--- src/rtl/example_serdes_pkg.sv ---
// Shared types and helpers for the example SerDes lane: aligner states,
// the default K28.5 comma and the comma matcher.
package example_serdes_pkg;

    typedef enum logic [1:0] {
        HUNT   = 2'd0,
        VERIFY = 2'd1,
        LOCKED = 2'd2
    } align_state_t;

    localparam logic [9:0] K28_5 = 10'b0011111010;

    // Words are passed zero-extended to 32 bits; width selects the live bits,
    // so a match against either running-disparity form of the comma is exact.
    function automatic logic is_comma(input logic [31:0] word,
                                      input logic [31:0] comma,
                                      input int          width);
        logic [31:0] mask;
        mask = (width >= 32) ? 32'hFFFF_FFFF : ((32'd1 << width) - 32'd1);
        return (word == (comma & mask)) || (word == (~comma & mask));
    endfunction

endpackage

--- src/rtl/example_word_aligner.sv ---
// Comma-based RX word aligner: HUNT/VERIFY/LOCKED tracking of the comma phase
// against the free-running bit counter, plus the registered RX word outputs.
module example_word_aligner
    import example_serdes_pkg::*;
#(
    parameter int                    DATA_WIDTH   = 10,
    parameter logic [DATA_WIDTH-1:0] COMMA        = DATA_WIDTH'(K28_5),
    parameter int                    LOCK_COUNT   = 4,
    parameter int                    UNLOCK_COUNT = 8,
    localparam int                   CW           = $clog2(DATA_WIDTH)
) (
    input  logic                  fastClk,
    input  logic                  resetIn_n,
    input  logic [CW-1:0]         bit_cnt,
    input  logic [DATA_WIDTH-1:0] window,
    output logic [DATA_WIDTH-1:0] data_rx,
    output logic                  data_rx_valid,
    output logic                  data_rx_comma,
    output logic                  rx_locked
);

    localparam int GW = $clog2(LOCK_COUNT + 1);
    localparam int BW = $clog2(UNLOCK_COUNT + 1);

    align_state_t  state, state_nxt;
    logic [CW-1:0] phase;
    logic [GW-1:0] good;
    logic [BW-1:0] bad;
    logic          comma_hit, in_phase, emit;

    assign comma_hit = is_comma(32'(window), 32'(COMMA), DATA_WIDTH);
    assign in_phase  = (bit_cnt == phase);

    always_ff @(posedge fastClk or negedge resetIn_n) begin
        if (!resetIn_n) state <= HUNT;
        else            state <= state_nxt;
    end

    always_comb begin
        state_nxt = state;
        case (state)
            HUNT:
                if (comma_hit) state_nxt = (LOCK_COUNT == 1) ? LOCKED : VERIFY;
            VERIFY:
                if (comma_hit) begin
                    if (!in_phase)                         state_nxt = HUNT;
                    else if (good == GW'(LOCK_COUNT - 1))  state_nxt = LOCKED;
                end
            LOCKED:
                if (comma_hit && !in_phase && bad == BW'(UNLOCK_COUNT - 1))
                    state_nxt = HUNT;
            default: state_nxt = HUNT;
        endcase
    end

    // The word completing a lock is emitted along with every in-phase word.
    always_comb begin
        rx_locked = (state == LOCKED);
        emit      = (state == LOCKED) ? in_phase : (state_nxt == LOCKED);
    end

    always_ff @(posedge fastClk or negedge resetIn_n) begin
        if (!resetIn_n) begin
            phase         <= '0;
            good          <= '0;
            bad           <= '0;
            data_rx       <= '0;
            data_rx_valid <= 1'b0;
            data_rx_comma <= 1'b0;
        end else begin
            if (comma_hit) begin
                case (state)
                    HUNT: begin
                        phase <= bit_cnt;
                        good  <= GW'(1);
                        bad   <= '0;
                    end
                    VERIFY: begin
                        if (in_phase) good <= good + GW'(1);
                        bad <= '0;
                    end
                    LOCKED: begin
                        if (in_phase) bad <= '0;
                        else          bad <= bad + BW'(1);
                    end
                    default: ;
                endcase
            end
            data_rx_valid <= emit;
            if (emit) begin
                data_rx       <= window;
                data_rx_comma <= comma_hit;
            end
        end
    end

endmodule

--- src/rtl/example_serdes_lane.sv ---
// Bit-rate SerDes lane: free-running bit counter, TX shifter, RX sampler and
// word aligner. Define EXAMPLE_SERDES_LOOPBACK_EN to add the internal loopback port.
module example_serdes_lane
    import example_serdes_pkg::*;
#(
    parameter int                    DATA_WIDTH   = 10,
    parameter logic [DATA_WIDTH-1:0] COMMA        = DATA_WIDTH'(K28_5),
    parameter logic [DATA_WIDTH-1:0] TX_IDLE      = COMMA,
    parameter int                    LOCK_COUNT   = 4,
    parameter int                    UNLOCK_COUNT = 8
) (
    input  logic                  fastClk,
    input  logic                  resetIn_n,
    input  logic                  rx_p,
    input  logic                  rx_n,
    output logic                  tx_p,
    output logic                  tx_n,
    input  logic [DATA_WIDTH-1:0] data_tx,
    input  logic                  data_tx_valid,
    output logic                  data_tx_ready,
    output logic [DATA_WIDTH-1:0] data_rx,
    output logic                  data_rx_valid,
    output logic                  data_rx_comma,
    output logic                  rx_locked,
    output logic                  rx_diff_err
`ifdef EXAMPLE_SERDES_LOOPBACK_EN
    ,
    input  logic                  loopback
`endif
);

    localparam int CW = $clog2(DATA_WIDTH);

    logic [CW-1:0]         bit_cnt;
    logic [DATA_WIDTH-1:0] tx_shift;
    logic [DATA_WIDTH-1:0] window;
    logic                  rx_bit, rx_bad;

    assign data_tx_ready = (bit_cnt == CW'(DATA_WIDTH - 1));
    assign tx_p          = tx_shift[DATA_WIDTH-1];
    assign tx_n          = ~tx_p;

    always_ff @(posedge fastClk or negedge resetIn_n) begin
        if (!resetIn_n) begin
            bit_cnt  <= '0;
            tx_shift <= '0;
        end else begin
            bit_cnt <= data_tx_ready ? '0 : bit_cnt + CW'(1);
            if (data_tx_ready) tx_shift <= data_tx_valid ? data_tx : TX_IDLE;
            else               tx_shift <= {tx_shift[DATA_WIDTH-2:0], 1'b0};
        end
    end

    // A non-differential sample is untrustworthy, so it enters the window as 0.
    always_comb begin
        rx_bad = (rx_p == rx_n);
        rx_bit = rx_p & ~rx_bad;
`ifdef EXAMPLE_SERDES_LOOPBACK_EN
        if (loopback) begin
            rx_bit = tx_p;
            rx_bad = 1'b0;
        end
`endif
    end

    always_ff @(posedge fastClk or negedge resetIn_n) begin
        if (!resetIn_n) begin
            window      <= '0;
            rx_diff_err <= 1'b0;
        end else begin
            window      <= {window[DATA_WIDTH-2:0], rx_bit};
            rx_diff_err <= rx_diff_err | rx_bad;
        end
    end

    example_word_aligner #(
        .DATA_WIDTH  (DATA_WIDTH),
        .COMMA       (COMMA),
        .LOCK_COUNT  (LOCK_COUNT),
        .UNLOCK_COUNT(UNLOCK_COUNT)
    ) u_aligner (
        .fastClk      (fastClk),
        .resetIn_n    (resetIn_n),
        .bit_cnt      (bit_cnt),
        .window       (window),
        .data_rx      (data_rx),
        .data_rx_valid(data_rx_valid),
        .data_rx_comma(data_rx_comma),
        .rx_locked    (rx_locked)
    );

endmodule

--- config.mk ---
export PLATFORM = sky130hd
export DESIGN_NAME = example_serdes_lane
export DESIGN_NICKNAME = d
export VERILOG_FILES = /design/src/rtl/example_serdes_pkg.sv /design/src/rtl/example_word_aligner.sv /design/src/rtl/example_serdes_lane.sv
export SDC_FILE = /design/constraint.sdc
export NUM_CORES = 1
export LEC_CHECK = 0
export ABC_AREA = 1
export BUFFER_PORTS_ARGS = -buffer_cell sky130_fd_sc_hd__buf_4
export CAP_MARGIN = 5
export CORE_MARGIN = 2
export CORE_UTILIZATION = 63
export CTS_BUF_LIST = sky130_fd_sc_hd__clkbuf_8
export CTS_CLUSTER_DIAMETER = 60
export DETAILED_ROUTE_END_ITERATION = 10
export PLACE_DENSITY = 0.87
export REMOVE_ABC_BUFFERS = 1
export SLEW_MARGIN = 5
export SYNTH_ARGS = -nofsm -noshare
export SYNTH_HDL_FRONTEND = slang
export SYNTH_SLANG_ARGS = --single-unit
--- constraint.sdc ---
create_clock -name fastClk -period 4.37 [get_ports fastClk]
set_clock_uncertainty 0.1 [all_clocks]
set_input_delay 0 -clock fastClk [delete_from_list [all_inputs] [get_ports fastClk]]
set_output_delay 0 -clock fastClk [all_outputs]
set_load 0.005 [all_outputs]
== Yosys cells after proc, flatten, opt, wreduce, memory -nomap -nowiden ==
Cells that the tools add are included.
W data, S select, Z words.
Operators by class
  bitwise operators: 4
  $add $sub $neg: 3
  equal/unequal tests: 11
  mux-type cells: 14
  reduce and logical (&&, ||, !) cells: 11
Operator list (number)
  $mux W10: 2
  $eq A10 B10 Y1 const B: 1
  $eq A10 B8 Y1 const B: 1
  $mux W2: 5
  $add A4 B1 Y4 const B: 2
  $mux W4: 2
  $pmux W4 S2: 1
  $pmux W2 S3: 1
  $pmux W3 S2: 1
  $eq A2 B2 Y1 const B: 2
  $eq A4 B3 Y1 const B: 1
  $eq A4 B4 Y1: 1
  $eq A4 B4 Y1 const B: 1
  $reduce_and A2 Y1: 2
  $reduce_bool A2 Y1: 2
  $add A3 B1 Y3 const B: 1
  $eq A3 B2 Y1 const B: 1
  $mux W3: 1
  $reduce_and A3 Y1: 1
  $eq A2 B1 Y1 const B: 1
  $logic_and A1 B1 Y1: 2
  $logic_not A2 Y1: 1
  $ne A2 B1 Y1 const B: 1
  $not A1 Y1: 2
  other kinds (7): 7
Word-level totals
  input bits: 15
  output and inout bits: 17
  word-level logic and storage cells: 54
  register bits after elaboration: 50

== Depth between registers and ports, before layout ==
Gate-level depths: netlist of the first run.
  depth after elaboration: 8
  mapped depth: 11
  mapped depth without buffers: 10

== Hierarchy ==
Synthesis of the first run repeated with hierarchy kept, for this count alone.
Second synthesis, totals
  cell total of the unflattened synthesis: 274
  area, all modules: 2334.7 µm²
By module, submodules not included
  example_word_aligner: area an instance 1383.8 µm², seq. area each 625.6 µm², cells each 182, instances 1
  example_serdes_lane: area an instance 950.9 µm², seq. area each 625.6 µm², cells each 92, instances 1

== Worst setup path after synthesis of the first run ==
OpenSTA, ideal clock, no wires.
  kind: flip-flop to flip-flop
  start point: register u_aligner.good[0]
  end point: register u_aligner.data_rx_comma
  stages on the path, launching flop included: 11
  setup slack: 2648 ps
  setup time: 117 ps
  path buffers: 1
  data required time: 4153 ps
  clock period less this slack: 1722 ps
  data arrival time: 1505 ps
  cells stage by stage: dfrtp_1 > ha_1 > ha_1 > or2_2 > nand3_1 > nand2_1 > nand3_2 > nand2_2 > buf_6 > nand2_1 > nand2_1
On the way
  longest elaborated chain between the ends: 7
RTL lines
  start, declared: RTL line example_word_aligner.sv:27  | logic [GW-1:0] good;
  start signal, assigned: RTL line example_word_aligner.sv:79  | if (in_phase) good <= good + GW'(1);
  $eq A3 B2 Y1: RTL line example_word_aligner.sv:47  | else if (good == GW'(LOCK_COUNT - 1)) state_nxt = LOCKED;
  $mux W2: RTL line example_word_aligner.sv:47
  $mux W2: RTL line example_word_aligner.sv:46  | if (!in_phase) state_nxt = HUNT;
  $mux W2: RTL line example_word_aligner.sv:45  | if (comma_hit) begin
  $pmux W2 S3: RTL line example_word_aligner.sv:41  | case (state)
  $eq A2 B2 Y1: RTL line example_word_aligner.sv:59  | emit = (state == LOCKED) ? in_phase : (state_nxt == LOCKED);
  $mux W1: RTL line example_word_aligner.sv:59
  net u_aligner.emit: RTL line example_word_aligner.sv:29  | logic comma_hit, in_phase, emit;
  end signal, assigned: RTL line example_word_aligner.sv:92  | data_rx_comma <= comma_hit;
  end, declared: RTL line example_word_aligner.sv:18  | output logic data_rx_comma,
The timed path passes the listed nets, and every way through them passes these cells.
A chain may end at the register's enable or synchronous reset.

== Worst setup path after layout of the first run ==
  start point: register bit_cnt[0]
  end point: register tx_shift[5]
On the way
  longest elaborated chain between the ends: 2
RTL lines
  start, declared: RTL line example_serdes_lane.sv:34  | logic [CW-1:0] bit_cnt;
  start signal, assigned: RTL line example_serdes_lane.sv:48  | bit_cnt <= data_tx_ready ? '0 : bit_cnt + CW'(1);
  $eq A4 B4 Y1: RTL line example_serdes_lane.sv:39  | assign data_tx_ready = (bit_cnt == CW'(DATA_WIDTH - 1));
  $mux W10: RTL line example_serdes_lane.sv:49  | if (data_tx_ready) tx_shift <= data_tx_valid ? data_tx : TX_IDLE;
  end signal, assigned: RTL line example_serdes_lane.sv:49
  end signal, assigned: RTL line example_serdes_lane.sv:50  | else tx_shift <= {tx_shift[DATA_WIDTH-2:0], 1'b0};
  end, declared: RTL line example_serdes_lane.sv:35  | logic [DATA_WIDTH-1:0] tx_shift;
No other way between the ends.

==> results of run 1 <==
## worst paths after layout
kind | startpoint | end | slack [ns] | cells after the start
worst min register to register | window[6] | window[7] | 0.34 | 0
min in group asynchronous | resetIn_n | u_aligner.bad[3] | 0.14 | 2
worst max-delay path | bit_cnt[0] | tx_shift[5] | 2.19 | 7
max in group asynchronous | resetIn_n | bit_cnt[1] | 3.62 | 2
worst min-delay path | data_tx_valid | tx_shift[9] | 0.10 | 4
worst max register to register | bit_cnt[0] | tx_shift[5] | 2.19 | 7
## layer usage
metal  global-route usage  up-vias  routed length, um
li1                     -      851                  -
met1                0.372      828               2000
met4                0.119        0                161
met3               0.0725       16                241
met5                    0        -                  0
met2                0.509       60               2610
## worst register-to-register path, stage by stage (launching register included)
cell	delay (ns)
dfrtp_1	0.44
inv_2	0.08
nor2_1	0.16
nand3_2	0.17
clkinv_1	0.21
nand2_2	0.15
o22a_1	0.19
dlygate4sd3_1	0.57
## kinds of logic (layout without fill, tap and decap cells)
| group | count (synthesis) | after routing | synth area share |
|---|---|---|---|
| adder cells (fa/ha/maj) | 4 | 4 | 0.0236 |
| buffers and inverters | 29 | 86 | 0.0561 |
| AO/OA/AOI/OAI | 28 | 28 | 0.0822 |
| flip-flops | 50 | 50 | 0.591 |
| XOR/XNOR | 1 | 1 | 0.00414 |
| AND/OR/NAND/NOR | 117 | 117 | 0.243 |
## repair_timing
| item | in CTS | in global routing |
|---|---|---|
| endpoints found under the hold margin | 62 | 0 |
| resized for setup | 0 | 0 |
| hold buffers | 21 | 0 |
## power groups by stage
stage / logic [W] / registers (W) / clock network [W]
floorplan: 0.0000134 / 0.000484 / 0
global placement: 0.0000351 / 0.000485 / 0
detailed placement: 0.0000365 / 0.000485 / 0
CTS: 0.0000510 / 0.000476 / 0.000316
global route: 0.0000593 / 0.000478 / 0.000336
finish: 0.0000532 / 0.000476 / 0.000318
## registers in the layout (all words and copies together) (netlist names)
name and count:
u_aligner.bad 4, u_aligner.data_rx_comma 1, bit_cnt 4, u_aligner.good 3, window 10, u_aligner.data_rx_valid 1, u_aligner.phase 4, u_aligner.data_rx 10
rx_diff_err 1, tx_shift 10, u_aligner.state 2
## cells in the final DEF, fill, tap and decap left out, types with 2 or more instances in the layout
master         synthesis  final
a21oi_1                2      2
inv_1                 20     22
nor3_1                 2      2
buf_4                  0     31
o22a_1                 6      6
dfrtp_1               50     50
nand3_1               21     21
o21ai_0               13     13
dlygate4sd3_1          0     21
o21ai_1                4      4
ha_1                   4      4
a22o_1                 3      3
clkbuf_8               0      5
nor2_2                 2      2
nand3_2                2      2
nand4_1                4      4
nand2_2                2      2
nor2_1                 9      9
or2_2                  3      3
nand2_1               70     70
inv_2                  5      5
## cell usage after synthesis
| master | instances | area [um2] |
|---|---|---|
| nor2_2 | 2 | 12.5 |
| nand2_2 | 2 | 12.5 |
| nor2_1 | 9 | 33.8 |
| o21ai_1 | 4 | 20.0 |
| clkinv_1 | 1 | 3.75 |
| xor2_1 | 1 | 8.76 |
| inv_2 | 5 | 18.8 |
| nand4_1 | 4 | 25.0 |
| buf_2 | 2 | 10.0 |
| ha_1 | 4 | 50.1 |
| buf_6 | 1 | 11.3 |
| o21ai_0 | 13 | 65.1 |
| o22a_1 | 6 | 52.6 |
| nand3_2 | 2 | 20.0 |
| or2_2 | 3 | 18.8 |
| a21oi_1 | 2 | 10.0 |
| nor3_1 | 2 | 10.0 |
| inv_1 | 20 | 75.1 |
| and3_1 | 1 | 6.26 |
| a22o_1 | 3 | 26.3 |
| nand2_1 | 70 | 263 |
| nand3b_1 | 1 | 7.51 |
| dfrtp_1 | 50 | 1250 |
| nand3_1 | 21 | 105 |
## layout make-up
class	count	area, um2
multi-input cells	150	747
fillers	191	582
clock buffers	5	68.8
well taps	46	57.6
clock inverters	3	37.5
repair buffers	52	443
inverters	26	97.6
flip-flops and latches	50	1250
## per-stage QoR
step,hold WS (ns),total power [W],area [um2],util,cells
4_1_cts,0.0465,0.000844,2700,0.823,332
2_1_floorplan,-0.396,0.000497,2100,-,226
3_3_place_gp,-0.0505,0.000520,2390,0.726,303
3_5_place_dp,-0.0479,0.000522,2390,0.726,303
5_1_grt,0.127,0.000873,2700,0.823,332
6_report,0.102,0.000848,2700,0.823,332
==> results by group, run 1 <==
Power
  • Internal Power: 0.000665 W
  • Logic pwr share: 0.063
  • Switching Fraction: 0.216
  • Maximum vdd drop: 0.000276 V
  • PD cells: 314 mW/mm2
  • Reg power frac: 0.562
  • P_leak: 1.41 nW
  • Switching power: 0.000183 W
  • Clock group share of total power: 0.375

CTS
  • Clock slew at reported path FFs: 0.09 ns
  • H-Tree Depth: 2
  • Setup bufs post-CTS: 0
  • CTS tree: done
  • Clock Tree Root: clkbuf_8
  • Clock sink count: 50
  • Clk_lat worst skew: 0.30 ns
  • Cts bufs inserted: 5
  • Clock Tree Buf Depth: 2

Critical path
  • Worst setup SP type: register
  • Crit-path leading delay family: buffers and inverters
  • Worst path buffer plus inverter count: 3
  • Worst-path fanout max: 8
  • CP Cell Sequence: inv_2, nor2_1, nand3_2, clkinv_1, nand2_2, o22a_1, dlygate4sd3_1
  • Critical path endpoint category: register
  • CP max stage delay: 0.57 ns
  • WS Path Type: register to register
  • CP max-delay cell: dlygate4sd3_1
  • Req. time, crit path: 4.46 ns
  • Crit path DAT: 2.28 ns

Cells and area
  • Area Growth Syn to Fin: 27.7%
  • Antenna cells: 0
  • Nets: 304
  • Layout cells sized above 1: 0.178

Detailed routing
  • DR vias/cell: 5.29
  • Final ANT Viol Nets: 0
  • Drt total wl: 5000 um
  • First-pass iteration count of the detailed router: 4
  • Wire length per cell: 15.1 um
  • DR vias: 1755
  • Remaining DRCs: 0
  • Drt initial violations: 113

Placement
  • IO Port Bufs: 31
  • Placer Congestion: 0.780
  • Dpl ws: 2.35 ns
  • HPWL after DPL: 2850 um

Logic synthesis
  • Mean Syn Cell Area: 9.24 um2
  • Synth Warn #: 0
  • Post-synthesis cell type count: 24
  • Yosys reg bits: 50
  • Synth Instances: 229
  • Synth Cell Area: 0.00212 mm2
  • Seq/Total Area, Yosys: 0.591

GRT
  • Largest net degree at the start of global routing: 51
  • Vias in the first global route: 1715
  • Grt total ovfl: 0
  • GRT Total Usage: 0.301
  • First-pass GRT wire length: 8100 um
  • Initial antenna violation count: 0

STA
  • Max Fclk: 458 MHz
  • Final Hold Viols: 0
  • Final worst slack: 2.19 ns
  • Setup TNS: 0 ns
  • Min cycle time layout: 2.18 ns
  • Fin crit share: 0.500
  • # setup viols final: 0
  • Final max-slew violation count: 0
  • Rel. slew slack: 0.592
  • Slew @ Worst Pin: 0.612 ns
  • RSZ-0062 raised after global routing: no

Job
  • # Max-Cap Violations: 0

Status
  • Outcome: completed

Floorplan
  • Die width: 62.0 um
  • Die area: 0.00384 mm2
  • IO Count: 32
  • DIE HEIGHT: 62.0 um
  • Placeable Area: 0.00328 mm2
  • Starting Density: 0.645
  • Cell row count: 21

Hold path
  • Hold Crit Class: input pin to register
Note: power is estimated with default switching activity, not from simulation.
==> run 2, diff against run 1 <==
--- a/config.mk
+++ b/config.mk
@@ -5,15 +5,15 @@
 export SDC_FILE = /design/constraint.sdc
 export NUM_CORES = 1
 export LEC_CHECK = 0
-export ABC_AREA = 1
+export ABC_AREA = 0
 export BUFFER_PORTS_ARGS = -buffer_cell sky130_fd_sc_hd__buf_4
 export CAP_MARGIN = 5
 export CORE_MARGIN = 2
-export CORE_UTILIZATION = 63
+export CORE_UTILIZATION = 60
 export CTS_BUF_LIST = sky130_fd_sc_hd__clkbuf_8
 export CTS_CLUSTER_DIAMETER = 60
 export DETAILED_ROUTE_END_ITERATION = 10
-export PLACE_DENSITY = 0.87
+export PLACE_DENSITY = 0.82
 export REMOVE_ABC_BUFFERS = 1
 export SLEW_MARGIN = 5
 export SYNTH_ARGS = -nofsm -noshare
==> constraint.sdc (replaced) <==
create_clock -name fastClk -period 2.1 [get_ports fastClk]
set_clock_uncertainty 0.1 [all_clocks]
set_input_delay 0 -clock fastClk [delete_from_list [all_inputs] [get_ports fastClk]]
set_output_delay 0 -clock fastClk [all_outputs]
set_load 0.005 [all_outputs]
==> results by group, run 2 <==
Critical path
  • Crit path DAT: 2.20 ns
  • Worst-path fanout max: 4
  • Worst R2R Setup Slack: -0.02 ns
  • Worst reg2reg path startpoint: window[9]
  • Req. time, crit path: 2.18 ns
  • WS Path Type: register to register
  • Crit path from: window[9]
  • Critical path endpoint category: register
  • Worst setup SP type: register

Logic synthesis
  • Area contributors post-synth: dfrtp_1 48%, nand3_1 5.2%, o211ai_1 5.2%, inv_1 4.1%, a311oi_1 3.7%
  • Synth Cell Area: 0.00259 mm2
  • Dominant synthesized flop cell: dfrtp_1
  • Top-count cell post-synth: dfrtp_1
  • Mean Syn Cell Area: 9.71 um2
  • Number of synthesized flops with an enable pin: 0
  • Synth Warn #: 0
  • Post-synthesis cell type count: 38
  • Post-synth top cells: 50 x dfrtp_1, 28 x inv_1, 27 x nand3_1, 18 x o211ai_1, 16 x clkbuf_1
  • Synth Instances: 267
  • Asr flop ratio synth: 1.00
  • Synth top area share: 0.483
  • Seq/Total Area, Yosys: 0.483
  • Yosys reg bits: 50
  • Area leader, netlist: dfrtp_1

STA
  • Fin crit share: 1.01
  • Final Hold Viols: 0
  • Hold slack final: 0.132 ns
  • Slew @ Worst Pin: 0.629 ns
  • Max Fclk: 472 MHz
  • Final max-slew violation count: 0
  • Rel. slew slack: 0.581
  • # setup viols final: 5
  • RSZ-0062 raised after global routing: yes
  • Final worst slack: -0.0198 ns
  • Min cycle time layout: 2.12 ns

GRT
  • Initial antenna violation count: 0
  • Grt total ovfl: 0
  • GRT Total Usage: 0.333
  • First-pass GRT wire length: 12700 um
  • Largest net degree at the start of global routing: 51
  • Vias in the first global route: 2619

Power
  • P_leak: 1.50 nW
  • PD cells: 506 mW/mm2
  • Internal Power: 0.00131 W
  • Logic pwr share: 0.081
  • Reg power frac: 0.571
  • Clock group share of total power: 0.347
  • Switching power: 0.000416 W
  • Switching Fraction: 0.240
  • Overall power: 0.00173 W
  • Maximum vdd drop: 0.000481 V

Floorplan
  • IO Count: 32
  • Placeable Area: 0.00409 mm2
  • Die width: 69.7 um
  • DIE HEIGHT: 69.7 um
  • Die area: 0.00486 mm2
  • Cell row count: 23
  • Starting Density: 0.634

Placement
  • HPWL after DPL: 4490 um
  • Placer Congestion: 0.839
  • IO Port Bufs: 31

Cells and area
  • Util after Layout: 0.838
  • Nets: 362
  • Area Growth Syn to Fin: 32.1%
  • Layout cells sized above 1: 0.267
  • Top Registers: tx_shift (10), u_aligner.data_rx (10), window (10)
  • Most common cell after layout, fill and taps aside: buf_4
  • Antenna cells: 0
  • # fillers: 210
  • Most frequent cells in the layout: 65 x buf_4, 49 x dfrtp_1, 28 x inv_1

Status
  • Outcome: finished, violations left
  • Failing checks: negative setup slack

Detailed routing
  • Wire length per cell: 19.9 um
  • Final ANT Viol Nets: 0
  • Remaining DRCs: 0
  • Drt total wl: 7830 um
  • DR vias: 2587
  • First-pass iteration count of the detailed router: 5
  • DR vias/cell: 6.57
  • Drt initial violations: 375

CTS
  • Clock sink count: 50
  • Clock Tree Root: clkbuf_8
  • Clock slew at reported path FFs: 0.10 ns
  • Clock Tree Buf Depth: 2
  • Cts bufs inserted: 5
  • Clk_lat worst skew: 0.32 ns
  • CTS tree: done
  • H-Tree Depth: 2
  • Setup bufs post-CTS: 0

Job
  • # Max-Cap Violations: 0

Hold path
  • Hold Crit Class: input pin to asynchronous set/reset pin
## run 2: layer usage
metal | GRT usage | up-vias | part of all wire
met5 | 0 | - | 0
met2 | 0.556 | 148 | 0.49
met3 | 0.0712 | 35 | 0.084
met1 | 0.416 | 1246 | 0.39
met4 | 0.152 | 0 | 0.043
li1 | - | 1158 | -
## run 2: final timing paths
kind                       cells past startpoint              endpoint
setup / recovery                               5  u_aligner.data_rx[7]
hold / removal                                 2      u_aligner.bad[3]
min in group fastClk                           0             window[3]
hold reg to reg                                0             window[3]
setup reg to reg                               5  u_aligner.data_rx[7]
max in group asynchronous                      2            bit_cnt[2]
## run 2: kinds of logic (layout without fill, tap and decap cells)
| logic type | after synthesis | count (layout) | share of synthesized area |
|---|---|---|---|
| flip-flops | 50 | 50 | 0.483 |
| AO/OA/AOI/OAI | 61 | 61 | 0.188 |
| multiplexers | 4 | 4 | 0.0174 |
| adder cells (fa/ha/maj) | 4 | 4 | 0.0193 |
| AND/OR/NAND/NOR | 94 | 94 | 0.202 |
| XOR/XNOR | 5 | 5 | 0.0169 |
| buffers and inverters | 49 | 126 | 0.0734 |
## run 2: area by class of cell
| class | instances | area [um2] | area share |
|---|---|---|---|
| Clock buffer | 6 | 82.6 | 0.0241 |
| Inverter | 28 | 105 | 0.0307 |
| Tap cell | 50 | 62.6 | 0.0183 |
| Sequential cell | 50 | 1250 | 0.366 |
| Timing Repair Buffer | 90 | 746 | 0.218 |
| Clock inverter | 2 | 12.5 | 0.00365 |
| Multi-Input combinational cell | 168 | 1160 | 0.340 |
## run 2: what timing repair did
action,in CTS,in global routing
resized for setup,0,4
hold buffers,21,0
endpoints found under the setup margin,3,19
endpoints found under the hold margin,62,0
pin swaps,0,1
gates cloned,0,1
## run 2: power by group through the flow
stage | sequential (W) | clock, W | combinational, W
2_1_floorplan | 0.00101 | 0 | 0.0000285
3_5_place_dp | 0.00101 | 0 | 0.000103
5_1_grt | 0.000990 | 0.000636 | 0.000153
6_report | 0.000989 | 0.000601 | 0.000140
3_3_place_gp | 0.00100 | 0 | 0.000101
4_1_cts | 0.000987 | 0.000593 | 0.000134
## run 2: per-stage QoR
| stage | cells | cell area (um2) | worst slack, ns | TNS [ns] |
|---|---|---|---|---|
| after detailed placement | 364 | 3100 | 0.00620 | 0 |
| after CTS | 393 | 3400 | -0.00169 | -0.00218 |
| after global placement | 364 | 3100 | 0.0648 | 0 |
| after floorplan | 246 | 2510 | -0.0751 | -0.275 |
| after global routing | 394 | 3420 | -0.0704 | -0.886 |
| final | 394 | 3420 | -0.0198 | -0.0538 |
## run 2: worst max-delay path: stages (launching register included)
cell and delay, ns:
dfrtp_1 0.40, or4b_4 0.56, or4_4 0.55, buf_4 0.18, nand4_1 0.10, o211ai_1 0.10
==> run 3, diff against run 2 <==
==> constraint.sdc (replaced) <==
create_clock -name fastClk -period 2.1 [get_ports fastClk]
set_clock_uncertainty 0.1 [all_clocks]
set_input_delay 0.525 -clock fastClk [delete_from_list [all_inputs] [get_ports fastClk]]
set_output_delay 0.525 -clock fastClk [all_outputs]
set_load 0.005 [all_outputs]
==> results by group, run 3 (same netlist as run 2, synthesis figures left out) <==
Status
  • Outcome: finished, violations left
  • Failing checks: negative setup slack

Critical path
  • Worst path buffer plus inverter count: 1
  • Crit-path leading delay family: simple AND/OR/NAND/NOR gates
  • Worst-path fanout max: 5
  • CP Cell Sequence: or4b_4, or4_4, buf_4, nand4_1, o211ai_1
  • Critical path endpoint category: register
  • Crit path DAT: 2.16 ns
  • Worst setup SP type: register
  • CP max-delay cell: or4b_4
  • Req. time, crit path: 2.16 ns
  • CP max stage delay: 0.56 ns
  • WS Path Type: register to register

Job
  • # Max-Cap Violations: 0

Floorplan
  • IO Count: 32
  • Die width: 69.7 um
  • Cell row count: 23
  • Die area: 0.00486 mm2
  • DIE HEIGHT: 69.7 um
  • Starting Density: 0.634
  • Placeable Area: 0.00409 mm2

Detailed routing
  • Drt initial violations: 287
  • DR vias/cell: 6.33
  • Drt total wl: 6010 um
  • DR vias: 2341
  • Wire length per cell: 16.2 um
  • Final ANT Viol Nets: 0
  • First-pass iteration count of the detailed router: 5
  • Remaining DRCs: 0

Cells and area
  • Fin area: 0.00317 mm2
  • Top Registers: tx_shift (10), u_aligner.data_rx (10), window (10)
  • Most common cell after layout, fill and taps aside: buf_4
  • Layout cells sized above 1: 0.281
  • Multi-input gate area: 0.00116 mm2
  • # fillers: 276
  • Nets: 339
  • Register Area: 0.00125 mm2
  • Most frequent cells in the layout: 66 x buf_4, 49 x dfrtp_1, 27 x inv_1, 27 x nand3_1, 18 x o211ai_1
  • Antenna cells: 0
  • Area Growth Syn to Fin: 22.5%

CTS
  • Clock slew at reported path FFs: 0.09 ns
  • Clock Tree Root: clkbuf_8
  • CTS tree: done
  • Cts bufs inserted: 5
  • Clock sink count: 50
  • Clock Tree Buf Depth: 2
  • Hold Buf Count CTS: 0
  • H-Tree Depth: 2
  • Clk_lat worst skew: 0.30 ns

Placement
  • Placer Congestion: 0.781
  • HPWL after DPL: 4240 um
  • DP Area: 0.00308 mm2
  • IO Port Bufs: 31

STA
  • Rel. slew slack: 0.592
  • Final Hold Viols: 0
  • Final worst slack: -0.00438 ns
  • Min cycle time layout: 2.10 ns
  • Final max-slew violation count: 0
  • # setup viols final: 1
  • Fin crit share: 1.00
  • Max Fclk: 475 MHz
  • RSZ-0062 raised after global routing: yes
  • Hold slack final: 0.123 ns
  • Slew @ Worst Pin: 0.612 ns

GRT
  • Largest net degree at the start of global routing: 51
  • Grt total ovfl: 0
  • GRT Total Usage: 0.269
  • Initial antenna violation count: 0
  • Vias in the first global route: 2277
  • First-pass GRT wire length: 10400 um

Power
  • Maximum vdd drop: 0.000520 V
  • Overall power: 0.00162 W
  • PD cells: 510 mW/mm2
  • Switching power: 0.000372 W
  • Switching Fraction: 0.230
  • Internal Power: 0.00125 W
  • Reg power frac: 0.610
  • P_leak: 1.40 nW
  • Clock group share of total power: 0.327
  • Logic pwr share: 0.063

Hold path
  • Hold Crit Class: input pin to asynchronous set/reset pin
==> run 3: per-layer routing <==
layer	track usage	up-vias	wire (um)
met5	0	-	0
met4	0.0769	0	78
met3	0.0552	9	447
met2	0.415	107	2930
met1	0.387	1119	2550
li1	-	1106	-
==> run 3: repair_timing <==
item                                    CTS  global route
gates resized for setup                   1             2
endpoints found under the setup margin    3            18
buffers inserted                          1             0
==> run 3: layout make-up <==
class / count / share of cell area
multi-input combinational: 168 / 0.365
clock buffer: 5 / 0.0217
tap: 50 / 0.0197
inverter: 28 / 0.0331
clock inverter: 2 / 0.00315
timing repair buffer: 67 / 0.162
sequential: 50 / 0.395
==> run 3: final timing paths <==
kind / cells after the start / slack [ns] / from / endpoint
worst max-delay path: 5 / -0.004 / window[9] / u_aligner.data_rx[0]
worst min-delay path: 1 / 0.12 / resetIn_n / u_aligner.data_rx_valid
worst max register to register: 5 / -0.004 / window[9] / u_aligner.data_rx[0]
worst min register to register: 0 / 0.36 / window[3] / window[4]
max in group asynchronous: 1 / 1.34 / resetIn_n / u_aligner.state[1]
min in group fastClk: 3 / 0.36 / data_tx[8] / tx_shift[8]
==> run 3: power groups by stage <==
stage,Clock (W),Sequential (W),Combinational (W)
detailed placement,0,0.00101,0.000103
CTS,0.000537,0.000988,0.000104
floorplan,0,0.00101,0.0000285
global route,0.000570,0.000990,0.000116
finish,0.000529,0.000988,0.000102
global placement,0,0.00101,0.0000988
==> run 3: per-stage QoR <==
step	util	setup WS (ns)	std cells	setup TNS [ns]
5_1_grt	0.776	-0.0786	370	-0.570
4_1_cts	0.776	-0.000795	370	-0.000795
6_report	0.776	-0.00438	370	-0.00438
3_5_place_dp	0.754	-0.00588	362	-0.00588
2_1_floorplan	-	-0.152	246	-0.427
3_3_place_gp	0.754	0.0402	362	0
